File: config.mk
export PLATFORM = sky130hd
export DESIGN_NAME = bit_serializer
export DESIGN_NICKNAME = d
export VERILOG_FILES = /design/src/rtl/serdes_pkg.sv /design/src/rtl/bit_serializer.sv
export SDC_FILE = /design/constraint.sdc
export NUM_CORES = 1
export LEC_CHECK = 0
export CAP_MARGIN = 40
export CELL_PAD_IN_SITES_DETAIL_PLACEMENT = 1
export CELL_PAD_IN_SITES_GLOBAL_PLACEMENT = 1
export CORE_AREA = 10 10 47 49
export DETAILED_ROUTE_END_ITERATION = 10
export DIE_AREA = 0 0 57 59
export GPL_TIMING_DRIVEN = 0
export PLACE_DENSITY_LB_ADDON = 0.1
export SLEW_MARGIN = 25
export SYNTH_ARGS = -nofsm -noshare
export SYNTH_HDL_FRONTEND = slang
export SYNTH_SLANG_ARGS = --single-unit
File: constraint.sdc
create_clock -name CLK -period 2.7 [get_ports CLK]
set_clock_uncertainty 0.05 [all_clocks]
set_input_delay 0.54 -clock CLK [delete_from_list [all_inputs] [get_ports CLK]]
set_output_delay 0.54 -clock CLK [all_outputs]
set_load 0.005 [all_outputs]
File: src/rtl/serdes_pkg.sv
// Shared types and defaults for the serializer/deserializer blocks.
package serdes_pkg;

  typedef enum logic [1:0] {
    IDLE,
    SHIFT,
    PARITY
  } ser_state_t;

  localparam int SER_WIDTH_DEFAULT = 3;

endpackage

File: src/rtl/bit_serializer.sv
// Parallel-to-serial converter, MSB first, with a valid/ready load handshake.
// Define SER_PARITY_EN to append an even-parity bit to every frame.
module bit_serializer
  import serdes_pkg::*;
#(
  parameter int WIDTH = SER_WIDTH_DEFAULT
) (
  input  logic             CLK,
  input  logic             nRST,
  input  logic             load_valid,
  output logic             load_ready,
  input  logic [WIDTH-1:0] load_data,
  input  logic             ser_stall,
  output logic             ser_en,
  output logic             ser_out,
  output logic             frame_done,
  output logic             busy
);

  localparam int CW = (WIDTH > 1) ? $clog2(WIDTH) : 1;
  localparam logic [CW-1:0] LAST = CW'(WIDTH - 1);

  ser_state_t       state;
  logic [WIDTH-1:0] shreg;
  logic [CW-1:0]    cnt;
  logic             last_bit;
  logic             frame_end;
  logic             take;
`ifdef SER_PARITY_EN
  logic             par;
`endif

  assign last_bit = (state == SHIFT) && (cnt == LAST);

`ifdef SER_PARITY_EN
  assign frame_end = (state == PARITY);
  assign ser_out   = (state == PARITY) ? par : shreg[WIDTH-1];
`else
  assign frame_end = last_bit;
  assign ser_out   = shreg[WIDTH-1];
`endif

  // Outputs decode registered state only; the stall input gates the stream.
  assign busy       = (state != IDLE);
  assign ser_en     = busy && !ser_stall;
  assign frame_done = frame_end && !ser_stall;
  assign load_ready = (state == IDLE) || frame_done;
  assign take       = load_valid && load_ready;

  always_ff @(posedge CLK or negedge nRST) begin
    if (!nRST) begin
      state <= IDLE;
      shreg <= '0;
      cnt   <= '0;
`ifdef SER_PARITY_EN
      par   <= 1'b0;
`endif
    end else begin
      case (state)
        IDLE: begin
          if (take) begin
            shreg <= load_data;
            cnt   <= '0;
`ifdef SER_PARITY_EN
            par   <= ^load_data;
`endif
            state <= SHIFT;
          end
        end
        SHIFT: begin
          if (!ser_stall) begin
            shreg <= {shreg[WIDTH-2:0], 1'b0};
            if (last_bit) begin
              cnt <= '0;
`ifdef SER_PARITY_EN
              state <= PARITY;
`else
              // A word waiting at the final bit starts the next frame with no gap.
              if (take) begin
                shreg <= load_data;
                state <= SHIFT;
              end else begin
                state <= IDLE;
              end
`endif
            end else begin
              cnt <= cnt + CW'(1);
            end
          end
        end
`ifdef SER_PARITY_EN
        PARITY: begin
          if (!ser_stall) begin
            if (take) begin
              shreg <= load_data;
              cnt   <= '0;
              par   <= ^load_data;
              state <= SHIFT;
            end else begin
              state <= IDLE;
            end
          end
        end
`endif
        default: state <= IDLE;
      endcase
    end
  end

endmodule

==> results.sh <==
export IMPL_ys_flop_type="dfrtp_1"
export IMPL_first_pass_iters=4
export IMPL_seq_area_frac_synth_pct=45.6
export IMPL_synth_seq_cells=6
export IMPL_final_cells=63
export IMPL_cts_tree="built"
export IMPL_clkLatencyLatePin_ns=0.24
export IMPL_wl_um=1030
export IMPL_regArea_sq_um=150
export IMPL_ys_types=19
export IMPL_r2r_setup_slack_ns=1.42
export IMPL_ir_drop_mv=0.347
export IMPL_start_kind="input pin"
export IMPL_r2r_end="shreg[1]$_DFFE_PN0P_"
export IMPL_slew_headroom_pct=78.7
export IMPL_power_total_w=0.000394
export IMPL_rr_startpoint="state[0]$_DFFE_PN0P_"
export IMPL_drc_errors=0
export IMPL_synth_avg_cell_area_sq_um=9.97
export IMPL_first_global_vias=362
export IMPL_final_hold_violation_count=0
export IMPL_htree_levels=1
export IMPL_drt_iter0_drc=2
export IMPL_cts_buffers=3
export IMPL_pwr_density_cell_nw_per_um2=817
export IMPL_fillers=165
export IMPL_slew_viol_final=0
export IMPL_synth_area_sq_um=329
export IMPL_synth_area_top_cells="dfrtp_1 46%, nor3_1 4.6%, o21ai_0 4.6%"
export IMPL_drtAntennaViolNets=0
export IMPL_gp_congestion=0.651
export IMPL_synth_top_area_share_pct=45.6
export IMPL_avgViaCountPerCell=4.86
export IMPL_syn_nets=40
export IMPL_antenna_found_initial=0
export IMPL_num_antenna_cells=0
export IMPL_clock_tree_root_cell="clkbuf_4"
export IMPL_async_reset_ff_share_pct=100
export IMPL_synth_edff_count=0
export IMPL_post_dp_hpwl_um=816
export IMPL_cts_setup_buffers=0
export IMPL_synthMostInstantiatedCell="dfrtp_1"
export IMPL_rows=14
export IMPL_whs_path_depth=2
export IMPL_tns_ns=0
export IMPL_die_w_um=57
export IMPL_critPathMaxFanout=7
export IMPL_syn2layout_area_growth_pct=46.4
export IMPL_die_height_um=59
export IMPL_leakagePower_nw=0.199
export IMPL_timing_fmax_mhz=406
export IMPL_hold_end="shreg[0]$_DFFE_PN0P_"
export IMPL_synthCells=33
export IMPL_status="finished clean"
export IMPL_crit_path_end_kind="output pin"
export IMPL_num_vias=306
export IMPL_grt_use_total_pct=6.76
export IMPL_io_pins=12
export IMPL_synth_common_cells="6 x dfrtp_1, 3 x nor3_1, 3 x o21ai_0"
export IMPL_grt_max_degree=8
export IMPL_initial_core_util_pct=23.5
export IMPL_synth_top_cell_by_area="dfrtp_1"
export IMPL_fin_area_sq_um=482
export IMPL_min_path_type="flop to flop"
export IMPL_rsz0062_at_grt="false"
export IMPL_grt_overflow_total=0
export IMPL_drive_gt1_share_pct=12.8
export IMPL_yosysWarnings=0
export IMPL_cts_path_max_buffers=2
export IMPL_drv_cap=0
export IMPL_io_buffers=11
export IMPL_cts_hold_fix_buffers=0
export IMPL_period_needed_ns=2.46
export IMPL_dpl_instance_area_sq_um=459
export IMPL_final_period_utilization_pct=91.2
export IMPL_dp_cells=60
export IMPL_crit_arrival_ns=1.87
export IMPL_nets=56
export IMPL_cts_resized=0
export IMPL_die_area_sq_um=3360
export IMPL_worstPathRequired_ns=2.11
export IMPL_setup_violations=0
export IMPL_wire_per_inst_um=16.4
export IMPL_tightest_slew_ns=0.319
export IMPL_timing_worst_setup_path_type="input pin to output pin"
export IMPL_cts_sinks=6
export IMPL_coreArea_sq_um=1400
export IMPL_clkTransAtPathRegs_ns=0.04
export IMPL_multi_input_area_sq_um=160
export IMPL_reg2reg_depth=4
export IMPL_hold_path_startpoint="shreg[0]$_DFFE_PN0P_"
export IMPL_grt_pass1_wl_um=1730
==> cells in the final DEF (no fill, tap or decap) <==
cell             synthesis  final
and2b_4                  1      1
and4bb_1                 1      1
a22o_1                   1      1
nand4bb_1                1      1
nand2b_1                 2      2
inv_1                    2      2
clkdlybuf4s50_1          0     11
buf_6                    1      1
a21o_1                   1      1
o21ai_1                  1      1
o221ai_1                 1      1
clkbuf_4                 0      3
nor4b_1                  1      1
o21ai_0                  3      3
or2_4                    1      1
a31oi_1                  2      2
nor2b_1                  1      1
dfrtp_1                  6      6
nor3_1                   3      3
nand3_1                  2      2
nor2_1                   2      2
==> registers in the layout, summed over array words and instances (netlist names) <==
name / count
state: 1
shreg: 3
cnt: 2
==> layer usage <==
metal / share of wire (%) / vias up / GRT usage, %
li1: - / 151 / -
met3: 14 / 0 / 4.51
met2: 45 / 11 / 9.46
met5: 0 / - / 0
met4: 0 / 0 / 5.03
met1: 41 / 144 / 7.07
==> stage by stage <==
stage                     setup slack (ns)  utilization, %  hold slack (ns)
after global placement               0.263            32.8            0.472
after CTS                            0.224            34.4            0.481
after detailed placement             0.243            32.8            0.475
final                                0.237            34.4            0.476
after global routing                 0.168            34.4            0.512
after floorplan                       1.33               -            0.194
==> cells by family after synthesis <==
group / count (synthesis) / share of synthesized area [%]
and+or+nand+nor: 15 / 31.2
AOI/OAI and AO/OA: 9 / 17.5
buffers and inverters: 3 / 5.70
DFF: 6 / 45.6
==> final cells by class <==
| class | count | share of cell area [%] |
|---|---|---|
| clock buffers | 3 | 4.68 |
| well taps | 16 | 4.16 |
| plain buffers | 1 | 2.34 |
| flip-flops and latches | 6 | 31.2 |
| multi-input cells | 24 | 33.2 |
| repair buffers | 11 | 22.9 |
| inverters | 2 | 1.56 |
==> how the worst max path moves through the flow <==
stage,from,end,cells after the start
floorplan,ser_stall,ser_en,2
global placement,ser_stall,ser_en,4
detailed placement,ser_stall,load_ready,3
CTS,ser_stall,load_ready,3
global route,ser_stall,ser_en,4
finish,ser_stall,ser_en,4
==> power by group <==
part	total [W]	internal, W	switching [W]
Clock	0.0000815	0.0000502	0.0000313
Combinational	0.000156	0.0000950	0.0000611
Sequential	0.000156	0.000123	0.0000327
==> critical path, stage by stage <==
cell	delay (ns)
clkdlybuf4s50_1	0.50
nor2b_1	0.18
buf_6	0.15
clkdlybuf4s50_1	0.51
Power figures use the tool's default switching activity.
